==> src/rtl/fsm_frame_tx.sv <==
// fsm_frame_tx: serial frame transmitter, header 1-0-1 then payload MSB first then IDLE_GAP zero bits.
// Define FSM_FRAME_TX_PARITY_EN to append an even-parity bit after the payload.
module fsm_frame_tx #(
  parameter int DATA_W   = 8,
  parameter int IDLE_GAP = 2
) (
  input  logic              clk,
  input  logic              Reset_n,
  input  logic [DATA_W-1:0] in_data,
  input  logic              in_valid,
  output logic              in_ready,
  output logic              Dout,
  output logic              busy,
  output logic              frame_done
);
`ifdef FSM_FRAME_TX_PARITY_EN
  localparam bit PAR_EN = 1'b1;
`else
  localparam bit PAR_EN = 1'b0;
`endif
  localparam int MAXV = DATA_W > IDLE_GAP ? DATA_W : IDLE_GAP;
  localparam int CW   = $clog2(MAXV + 1);
  typedef enum logic [2:0] {IDLE, HDR0, HDR1, HDR2, DATA, PAR, GAP} state_t;
  state_t            state_q;
  logic [DATA_W-1:0] sr_q;
  logic [CW-1:0]     cnt_q;
  logic              par_q, dout_q, ready_q, busy_q, done_q;
  always_ff @(posedge clk or negedge Reset_n) begin
    if (!Reset_n) begin
      state_q <= IDLE;
      sr_q    <= '0;
      cnt_q   <= '0;
      par_q   <= 1'b0;
      dout_q  <= 1'b0;
      ready_q <= 1'b0;
      busy_q  <= 1'b0;
      done_q  <= 1'b0;
    end else begin
      done_q <= 1'b0;
      case (state_q)
        IDLE: begin
          if (in_valid && ready_q) begin
            state_q <= HDR0;
            sr_q    <= in_data;
            par_q   <= ^in_data;
            dout_q  <= 1'b1;
            ready_q <= 1'b0;
            busy_q  <= 1'b1;
          end else begin
            dout_q  <= 1'b0;
            ready_q <= 1'b1;
            busy_q  <= 1'b0;
          end
        end
        HDR0: begin
          state_q <= HDR1;
          dout_q  <= 1'b0;
        end
        HDR1: begin
          state_q <= HDR2;
          dout_q  <= 1'b1;
        end
        HDR2: begin
          state_q <= DATA;
          dout_q  <= sr_q[DATA_W-1];
          sr_q    <= sr_q << 1;
          cnt_q   <= CW'(DATA_W - 1);
          done_q  <= !PAR_EN && DATA_W == 1;
        end
        DATA, PAR: begin
          // cnt_q holds the payload bits still to be shifted out
          if (state_q == DATA && cnt_q != '0) begin
            dout_q <= sr_q[DATA_W-1];
            sr_q   <= sr_q << 1;
            cnt_q  <= cnt_q - CW'(1);
            done_q <= !PAR_EN && cnt_q == CW'(1);
          end else if (state_q == DATA && PAR_EN) begin
            state_q <= PAR;
            dout_q  <= par_q;
            done_q  <= 1'b1;
          end else if (IDLE_GAP == 0) begin
            state_q <= IDLE;
            dout_q  <= 1'b0;
            ready_q <= 1'b1;
            busy_q  <= 1'b0;
          end else begin
            state_q <= GAP;
            dout_q  <= 1'b0;
            cnt_q   <= CW'(IDLE_GAP - 1);
          end
        end
        GAP: begin
          if (cnt_q != '0) begin
            cnt_q <= cnt_q - CW'(1);
          end else begin
            state_q <= IDLE;
            ready_q <= 1'b1;
            busy_q  <= 1'b0;
          end
        end
        default: begin
          state_q <= IDLE;
          dout_q  <= 1'b0;
          ready_q <= 1'b0;
          busy_q  <= 1'b0;
        end
      endcase
    end
  end
  assign in_ready   = ready_q;
  assign Dout       = dout_q;
  assign busy       = busy_q;
  assign frame_done = done_q;
endmodule

==> config.mk <==
export PLATFORM = sky130hd
export DESIGN_NAME = fsm_frame_tx
export DESIGN_NICKNAME = d
export VERILOG_FILES = /design/src/rtl/fsm_frame_tx.sv
export SDC_FILE = /design/constraint.sdc
export NUM_CORES = 1
export LEC_CHECK = 0
export CORE_MARGIN = 2
export CORE_UTILIZATION = 50
export DETAILED_ROUTE_END_ITERATION = 8
export PLACE_DENSITY = 0.85
export RECOVER_POWER = 100
export SETUP_SLACK_MARGIN = 0.3
export SKIP_LAST_GASP = 1
export SLEW_MARGIN = 5
export SYNTH_ARGS = -nofsm -noshare
export SYNTH_HDL_FRONTEND = slang
export SYNTH_SLANG_ARGS = --single-unit
==> constraint.sdc <==
create_clock -name clk -period 2.6 [get_ports clk]
set_input_delay 0.78 -clock clk [delete_from_list [all_inputs] [get_ports clk]]
set_output_delay 0.78 -clock clk [all_outputs]
set_load 0.01 [all_outputs]
### Word-level counts from Yosys, hierarchy flattened

Cells that the tools add are included.

* logic and storage cells: 53
* output and inout bits: 4
* bits of input ports: 11
* bits in registers: 19

* equal/unequal tests: 12
* multiplexer cells: 20
* bitwise gates (word level): 1
* add/sub/neg operators: 1
* reductions and logical operators: 12

Operators with widths (count)
* $pmux W8 S3: 1
* $pmux W3 S6: 1
* $mux W8: 2
* $pmux W4 S3: 1
* $ne A2 B2 Y1 const B: 5
* $eq A3 B3 Y1 const B: 3
* $mux W3: 3
* $mux W4: 2
* $mux W1: 7
* $eq A3 B2 Y1 const B: 2
* $pmux W1 S3: 2
* $reduce_and A3 Y1: 2
* $reduce_bool A3 Y1: 2
* $pmux W1 S5: 1
* $reduce_or A5 Y1: 1
* $eq A4 B1 Y1 const B: 1
* $reduce_and A2 Y1: 2
* $reduce_bool A4 Y1: 1
* $sub A4 B1 Y4 const B: 1
* $eq A3 B1 Y1 const B: 1
* $logic_not A3 Y1: 1
* $logic_and A1 B1 Y1: 2
* $reduce_or A2 Y1: 1
* $not A1 Y1: 1

### Logic depth before layout (Yosys ltp)

Gate-level depths: netlist (run 1).

* depth in word-level cells: 4
* mapped depth: 7
* gate-level depth less buffers: 6

### Worst setup path after synthesis (run 1)

Ideal clock, no wire load.

* kind: input -> register
* start: in in_valid
* end: reg sr_q[0]
* library setup time: 0.125 ns
* data required time: 2.475 ns
* path slack: 0.897 ns
* arrival time: 1.578 ns
* path buffers: 0
* stages: 3
* cell sequence: nand4bb_4 > a211oi_4 > mux2_2

* cells in the longest elaborated chain, start to end: 3

RTL lines
* from (decl): line 10 `input logic in_valid,`
* $logic_and A1 B1 Y1: line 42 `if (in_valid && ready_q) begin`
* $ne A2 B2 Y1 (no line)
* $reduce_and A3 Y1 (no line)
* to (signal assigned): line 44 `sr_q <= in_data;`
* to (signal assigned): line 66 `sr_q <= sr_q << 1;`
* to (signal assigned): line 74 `sr_q <= sr_q << 1;`
* to (decl): line 25 `logic [DATA_W-1:0] sr_q;`

Every way passes these cells.
A chain may end at the register's enable or synchronous reset.

### Worst setup path in the final report (run 1)

* start: reg ready_q (netlist: in_ready)
* end: out in_ready

RTL lines
* from (decl): line 27 `logic par_q, dout_q, ready_q, busy_q, done_q;`
* from (signal assigned): line 35 `ready_q <= 1'b0;`
* from (signal assigned): line 47 `ready_q <= 1'b0;`
* from (signal assigned): line 51 `ready_q <= 1'b1;`
* to (decl): line 11 `output logic in_ready,`

No word-level cell between the ends.

==> results by group, run 1 <==
Critical path
  • Crit Path Category: reg2out
  • CP bufs+invs: 1
  • Arrival time worst endpoint: 1.42 ns
  • Max stage delay on crit path: 0.64 ns
  • Startpoint Class: flip-flop
  • Slowest cell on crit path: dlygate4sd3_1
  • Crit. End Element: primary output
  • WP data required: 1.82 ns
  • CP cell instances: dlygate4sd3_1
  • Top cell family by delay on the critical path: buffers and inverters
  • R2R setup slack: 0.42 ns
  • CP max FO: 6

Floorplan
  • Die W: 51.1 um
  • Die Height: 51.1 um
  • Die area: 0.00261 mm^2
  • # rows: 17
  • Placeable core area: 0.00215 mm^2
  • Initial core utilization: 0.517
  • Num ports: 15

STA
  • Max Slew Vio Count: 0
  • Fmax: 0.455 GHz
  • Worst rel slew slack: 0.315
  • Tightest Pin Transition: 1.03 ns
  • RSZ-0062 raised after global routing: no
  • Setup TNS: 0 ns
  • Final setup fails: 0
  • Final Hold Viols: 0
  • Hold WS: 0.533 ns
  • Crit path time final: 2.20 ns
  • Fin Clk Skew: 0.00188 ns
  • Crit share post-route: 0.845

Place
  • GP Congestion: 0.842
  • I/O Buffers: 14
  • DP HPWL: 1.48 mm

Logic synthesis
  • Top cell type's share of synthesized area: 0.428
  • Cells after Synth: 104
  • Top FF cell, synth: dfrtp_1
  • Number of flops mapped to enable cells by yosys: 0
  • Synth unique cells: 36
  • Synth cell count leaders: dfrtp_1 (19), nor2_1 (12), a21oi_1 (9), mux2i_1 (7), inv_1 (5)
  • Ys async rst share: 1.00
  • Synthesized cell area: 0.00111 mm^2
  • Warnings from Yosys: 0
  • #FFs+latches synth: 19
  • Top cells by area, synth: dfrtp_1 (43%), mux2i_1 (6.3%), a21oi_1 (4.1%)
  • Most common cell in the netlist: dfrtp_1
  • Syn_area_per_cell: 10.7 um^2
  • Post-Synthesis Net Count: 118
  • Sequential cell area fraction in the yosys report: 0.428
  • Yosys top cell by area: dfrtp_1

Routing
  • Final ANT Viol Nets: 0
  • DRC viols: 0
  • Iteration count of the initial detailed-routing pass: 6
  • DR iter-0 viols: 9
  • DRT Wirelength: 2.03 mm
  • Vias: 773
  • Via density: 5.33
  • Wirelength per Cell: 14.0 um

Clocking
  • Sink Count: 19
  • H-tree levels: 1
  • # Post-CTS Setup Buffers: 0
  • Clock Tree Buf Depth: 2
  • Clk_lat worst skew: 0.30 ns
  • TritonCTS clock tree: done
  • Hold_buf cts: 0
  • Clock transition at path regs: 0.11 ns
  • CTS Buf Count: 3
  • Root buffer cell: clkbuf_4
  • Post-CTS Resized: 0

Global route
  • Initial antenna violation count: 0
  • Largest net degree at the start of global routing: 20
  • Number of global-route vias before repair: 762
  • Met2 Use GR: 0.327
  • First-pass GRT wire length: 3.53 mm
  • Grt met1 use: 0.220
  • Grt peak-use layer: met2
  • GRT Total Usage: 0.186
  • Grt ovf: 0
  • GR met3 Demand/Resource: 0.0409

Layout
  • Area of the multi-input gates: 534 um^2
  • Final #Nets: 132
  • Layout cells sized above 1: 0.137
  • Fillers: 210
  • FF/Latch Area: 475 um^2
  • Synth-to-Final Area Change: 11.8%
  • N_diodes: 0

Pwr
  • Total leakage power: 0.537 nW
  • Max VDD drop: 0.634 mV
  • Power, Total: 1.56 mW
  • Power per cell area: 1250 mW/mm^2

Status
  • Status: complete, no violations

Run
  • Max-cap viol count: 0

Min path
  • Min-delay worst type: reg2reg
==> where the power goes <==
part | total, mW | internal (mW) | switching, mW
logic | 0.770 | 0.393 | 0.377
clock network | 0.154 | 0.0598 | 0.0943
registers | 0.633 | 0.437 | 0.195
==> worst min-delay path: stages, from the launching register on <==
cell     delay, ns
dfrtp_1       0.35
inv_1         0.05
o22ai_1       0.09
==> path summary, 6_finish.rpt <==
check | start | endpoint | depth (start not counted)
setup / recovery | in_ready | in_ready | 1
hold / removal | busy | busy | 2
setup reg to reg | cnt_q[1] | cnt_q[0] | 6
hold reg to reg | busy | busy | 2
max in group asynchronous | Reset_n | state_q[2] | 2
min in group asynchronous | Reset_n | state_q[1] | 2
==> sequential cells by signal, indices dropped and copies added, names as in the netlist <==
name and flops:
cnt_q 4, in_ready 1, sr_q 8, frame_done 1, state_q 3, busy 1, Dout 1
==> logic make-up after synthesis <==
logic type	count (synthesis)	synth area share
mux	10	0.0936
buf+inv	12	0.0744
fa+ha+maj	3	0.0338
compound gates	30	0.200
simple gates	29	0.162
flops	19	0.428
xor+xnor	1	0.00789
==> layer usage <==
metal  wire, um  vias to the layer above  part of all wire
li1           -                      393                 -
met1        862                      361              0.43
met2       1060                       17              0.52
met3         90                        2             0.044
met4         12                        0            0.0059
met5          0                        -                 0
==> final cells by class <==
cell class / count / share of cell area
Inverter: 5 / 0.0151
Multi-Input combinational cell: 73 / 0.430
Sequential cell: 19 / 0.383
Tap cell: 28 / 0.0282
Clock buffer: 4 / 0.0212
Timing Repair Buffer: 16 / 0.122
==> cell usage in the layout (no fill, tap or decap) <==
cell type        count
clkbuf_4             3
o21ai_0              5
clkbuf_1             2
dfrtp_1             19
o21a_1               1
a211oi_1             1
inv_1                5
a21oi_1              9
clkdlybuf4s50_1      8
buf_4                1
dlygate4sd3_1        6
mux2i_1              7
nor3_1               2
nand4bb_4            1
nor2_1              12
a22o_2               2
o21bai_1             1
and4bb_4             1
nor3b_1              2
o221ai_1             1
a21oi_2              4
o22ai_1              2
nand2_1              4
o21ai_4              1
xnor2_1              1
a2bb2oi_1            1
nand3b_1             2
a22oi_1              1
ha_1                 3
a21o_1               1
nor4_1               2
and2_1               1
nor2b_1              2
mux2_2               3
==> per-stage QoR <==
| stage | util | instances | setup WS, ns | area, um^2 |
|---|---|---|---|---|
| after floorplan | - | 104 | 0.897 | 1110 |
| after global placement | 0.575 | 141 | 0.433 | 1240 |
| after detailed placement | 0.575 | 141 | 0.370 | 1240 |
| after CTS | 0.588 | 145 | 0.447 | 1260 |
| after global routing | 0.578 | 145 | 0.261 | 1240 |
| final | 0.578 | 145 | 0.403 | 1240 |
Power figures use the tool's default switching activity.
==> run 2: changes to the inputs <==
clock period = 2.2 ns   (was 2.6 ns; I/O delays follow)
==> results by group, run 2 (same netlist as run 1, synthesis figures left out) <==
Critical path
  • Levels on crit path: 1
  • Arrival time worst endpoint: 1.29 ns
  • CP cell instances: dlygate4sd3_1
  • Reg2reg path depth: 6
  • Critical Path Source: busy
  • WP data required: 1.54 ns
  • Reg2reg end: cnt_q[0]
  • Worst setup endpoint: busy
  • Reg2reg start: cnt_q[1]
  • Startpoint Class: flip-flop
  • Crit. End Element: primary output
  • Crit Path Category: reg2out
  • Slowest cell on crit path: dlygate4sd3_1
  • R2R setup slack: 0.32 ns
  • CP max FO: 2
  • CP bufs+invs: 1
  • Top cell family by delay on the critical path: buffers and inverters
  • Max stage delay on crit path: 0.60 ns

Routing
  • DRT Wirelength: 2.00 mm
  • Via density: 5.60
  • Final ANT Viol Nets: 0
  • Iteration count of the initial detailed-routing pass: 4
  • Wirelength per Cell: 13.7 um
  • DRC viols: 0
  • Vias: 817
  • DR iter-0 viols: 21

STA
  • Setup TNS: 0 ns
  • Worst rel slew slack: 0.316
  • Crit share post-route: 0.886
  • Setup slack after layout: 0.252 ns
  • Tightest Pin Transition: 1.03 ns
  • Final setup fails: 0
  • Max Slew Vio Count: 0
  • RSZ-0062 raised after global routing: yes
  • Fin Clk Skew: 0.00320 ns
  • Fmax: 0.513 GHz
  • Hold WS: 0.538 ns
  • Crit path time final: 1.95 ns
  • Final Hold Viols: 0

Clocking
  • Hold_buf cts: 0
  • CTS Buf Count: 3
  • TritonCTS clock tree: done
  • Root buffer cell: clkbuf_4
  • Clock Tree Buf Depth: 2
  • H-tree levels: 1
  • Clock transition at path regs: 0.11 ns
  • Sink Count: 19
  • Clk_lat worst skew: 0.30 ns

Layout
  • Commonest non-fill, non-tap cells in the layout: dfrtp_1 (18), nor2_1 (12), a21oi_1 (9), clkdlybuf4s50_1 (8), mux2i_1 (7)
  • FF/Latch Area: 477 um^2
  • Final #Nets: 133
  • Top Registers: sr_q: 8 flops, cnt_q: 4 flops, state_q: 3 flops
  • Biggest register: sr_q
  • N_diodes: 0
  • Layout cells sized above 1: 0.178
  • Fin util: 0.588
  • Fillers: 193
  • Final cell count without fillers: 146
  • Layout Cell Area excl Fill: 0.00126 mm^2
  • Synth-to-Final Area Change: 13.9%
  • Area of the multi-input gates: 547 um^2
  • Most common library cell in the layout ignoring fill and taps: dfrtp_1
  • Largest register FFs: 8

Run
  • Max-cap viol count: 0

Min path
  • Min-delay worst type: reg2reg

Pwr
  • Flop pwr share: 0.393
  • Power, Total: 1.88 mW
  • Internal: 1.08 mW
  • Combinational power share: 0.512
  • Switching Share: 0.427
  • P_sw: 0.804 mW
  • Power per cell area: 1490 mW/mm^2
  • Max VDD drop: 0.965 mV
  • Total leakage power: 0.547 nW
  • Clk pwr share: 0.095

Global route
  • Grt ovf: 0
  • GRT Total Usage: 0.174
  • Initial antenna violation count: 0
  • Largest net degree at the start of global routing: 20
  • First-pass GRT wire length: 3.33 mm
  • Number of global-route vias before repair: 771

Place
  • GP Congestion: 0.858
  • Post-Place Cells: 141
  • DP Area: 0.00124 mm^2
  • DP HPWL: 1.47 mm
  • I/O Buffers: 14
  • Dpl ws: 0.0875 ns

Floorplan
  • Die area: 0.00261 mm^2
  • Num ports: 15
  • Die Height: 51.1 um
  • Initial core utilization: 0.517
  • # rows: 17
  • Placeable core area: 0.00215 mm^2
  • Die W: 51.1 um

Status
  • Status: complete, no violations
## run 2: changes by cell type in the layout (fill, tap and decap cells not counted), sizes merged
cell	previous run	this run
clkdlybuf4s25	0	2
dlygate4sd3	6	4
buf	1	2
clkbuf	5	4
clkinv	0	1
## run 2: area by class of cell
cell class              instances  share of cell area
clock inverters                 1             0.00396
repair buffers                 17               0.126
flip-flops and latches         19               0.377
clock buffers                   3              0.0178
inverters                       5              0.0149
well taps                      28              0.0277
multi-input cells              73               0.433
## run 2: power groups by stage
stage          clock, mW  sequential [mW]  combinational, mW
6_report           0.179            0.740              0.963
5_1_grt            0.199            0.769               1.08
4_1_cts            0.186            0.736              0.995
3_5_place_dp           0            0.752              0.966
3_3_place_gp           0            0.739              0.918
2_1_floorplan          0            0.634              0.926
## run 2: worst min-delay path by stage
stage | start | endpoint | slack (ns) | cells after the start
2_1_floorplan | Reset_n | Dout | 0.36 | 0
3_3_place_gp | sr_q[6] | sr_q[6] | 0.51 | 2
3_5_place_dp | busy | busy | 0.51 | 2
4_1_cts | sr_q[2] | sr_q[2] | 0.54 | 2
5_1_grt | sr_q[2] | sr_q[2] | 0.57 | 2
6_report | sr_q[2] | sr_q[2] | 0.54 | 2
## run 2: worst register-to-register path: stages (launching register included)
cell	delay, ns
dfrtp_1	0.43
inv_1	0.13
ha_1	0.22
nor3b_4	0.29
o21ai_0	0.20
a21o_1	0.24
mux2_2	0.26
## run 2: what timing repair did
| item | 4_1_cts | 5_1_grt |
|---|---|---|
| setup buffers | 1 | 0 |
| resized for setup | 1 | 3 |
| setup endpoints to repair | 1 | 3 |
## run 2: per-layer routing
| layer | up-vias | GRT usage | share of wire |
|---|---|---|---|
| met1 | 389 | 0.188 | 0.38 |
| met2 | 30 | 0.307 | 0.53 |
| met4 | 0 | 0.0495 | 0.0065 |
| li1 | 396 | - | - |
| met5 | - | 0 | 0 |
| met3 | 2 | 0.0731 | 0.075 |
==> run 3: changes to the inputs <==
PLACE_DENSITY = 0.74   (was 0.85)
==> results by group, run 3 (same netlist as run 1, synthesis figures left out) <==
STA
  • RSZ-0062 raised after global routing: no
  • Hold WS: 0.527 ns
  • Final setup fails: 0
  • Tightest Pin Transition: 1.01 ns
  • Max Slew Vio Count: 0
  • Final Hold Viols: 0
  • Crit share post-route: 0.892
  • Worst rel slew slack: 0.329
  • Fmax: 0.510 GHz
  • Crit path time final: 1.96 ns
  • Fin Clk Skew: 0.00346 ns
  • Setup TNS: 0 ns

Pwr
  • Total leakage power: 0.543 nW
  • Power per cell area: 1480 mW/mm^2
  • Max VDD drop: 0.845 mV

Run
  • Max-cap viol count: 0

Place
  • DP HPWL: 1.50 mm
  • DP Area: 0.00124 mm^2
  • Post-Place Cells: 141
  • GP Congestion: 0.743
  • I/O Buffers: 14

Critical path
  • Critical Path Source: in_ready
  • Levels on crit path: 1
  • Reg2reg end: cnt_q[0]
  • WP data required: 1.54 ns
  • Crit. End Element: primary output
  • R2R setup slack: 0.30 ns
  • Top cell family by delay on the critical path: buffers and inverters
  • CP max FO: 2
  • Slowest cell on crit path: dlygate4sd3_1
  • Max stage delay on crit path: 0.60 ns
  • Arrival time worst endpoint: 1.30 ns
  • Crit Path Category: reg2out
  • Worst setup endpoint: in_ready
  • Reg2reg start: cnt_q[1]
  • Reg2reg path depth: 6
  • CP cell instances: dlygate4sd3_1
  • CP bufs+invs: 1
  • Startpoint Class: flip-flop

Clocking
  • Clk_lat worst skew: 0.29 ns
  • TritonCTS clock tree: done
  • Root buffer cell: clkbuf_4
  • Sink Count: 19
  • CTS Buf Count: 3
  • Clock transition at path regs: 0.11 ns
  • Clock Tree Buf Depth: 2
  • H-tree levels: 1

Routing
  • Max Used Layer: met4
  • Wirelength per Cell: 13.9 um
  • DRC viols: 0
  • DR iter-0 viols: 15
  • DRT Wirelength: 2.05 mm
  • Met3 routed WL: 78 um
  • Vias: 828
  • Final ANT Viol Nets: 0
  • Met2 wire len: 978 um
  • Met1 wire length: 960 um
  • Iteration count of the initial detailed-routing pass: 5
  • Via density: 5.63

Layout
  • Fillers: 196
  • Final #Nets: 134
  • Fin util: 0.588
  • Biggest register: sr_q
  • Layout cells sized above 1: 0.160
  • Commonest non-fill, non-tap cells in the layout: dfrtp_1 (18), nor2_1 (12), a21oi_1 (9), clkdlybuf4s50_1 (8), mux2i_1 (7)
  • Synth-to-Final Area Change: 13.9%
  • Final cell count without fillers: 147
  • Top Registers: sr_q: 8 flops, cnt_q: 4 flops, state_q: 3 flops
  • Largest register FFs: 8
  • N_diodes: 0
  • Layout Cell Area excl Fill: 0.00126 mm^2
  • Most common library cell in the layout ignoring fill and taps: dfrtp_1

Global route
  • Grt ovf: 0
  • GRT Total Usage: 0.185
  • First-pass GRT wire length: 3.52 mm
  • Number of global-route vias before repair: 794
  • Initial antenna violation count: 0
  • Largest net degree at the start of global routing: 20

Status
  • Status: complete, no violations

Floorplan
  • # rows: 17
  • Die area: 0.00261 mm^2
  • Die Height: 51.1 um
  • Initial core utilization: 0.517
  • Placeable core area: 0.00215 mm^2
  • Die W: 51.1 um
  • Num ports: 15

Min path
  • WHS Path Cells: 2
  • Min-delay worst type: reg2reg
[run 3: cell count changes in the layout (fill, tap and decap cells not counted), sizes merged]
cell	change
clkbuf	+3
clkdlybuf4s25	-2
dlygate4sd3	+2
buf	-1
clkinv	-1
[run 3: worst min-delay path by stage]
stage	from	endpoint	slack, ns
after floorplan	Reset_n	Dout	0.36
after global placement	sr_q[2]	sr_q[2]	0.50
after detailed placement	sr_q[2]	sr_q[2]	0.51
after CTS	sr_q[2]	sr_q[2]	0.54
after global routing	busy	busy	0.57
final	busy	busy	0.53
[run 3: layout make-up]
cell class	instances	area (um^2)	share of cell area
multi-input combinational	73	547	0.433
sequential	19	477	0.377
timing repair buffer	18	160	0.127
tap	28	35.0	0.0277
clock buffer	4	26.3	0.0208
inverter	5	18.8	0.0149
[run 3: metrics by stage]
step                setup slack, ns  power [mW]
global placement              0.166        1.67
CTS                           0.334        1.91
finish                        0.238        1.87
floorplan                     0.615        1.56
detailed placement            0.107        1.72
global route                  0.164        2.04
[run 3: what timing repair did]
action,4_1_cts,5_1_grt
setup endpoints to repair,1,1
hold buffers,0,0
pin swaps,0,0
resized for setup,1,1
setup buffers,1,1
[run 3: power by group]
group,leakage [nW],total (mW),switching (mW),internal [mW]
clock,0.0150,0.175,0.105,0.0706
sequential,0.222,0.743,0.225,0.518
combinational,0.306,0.956,0.472,0.484
[run 3: routing by layer]
layer | up-vias | GRT usage
met5 | - | 0
met3 | 4 | 0.0409
met1 | 405 | 0.229
li1 | 401 | -
met4 | 0 | 0.0811
met2 | 18 | 0.307
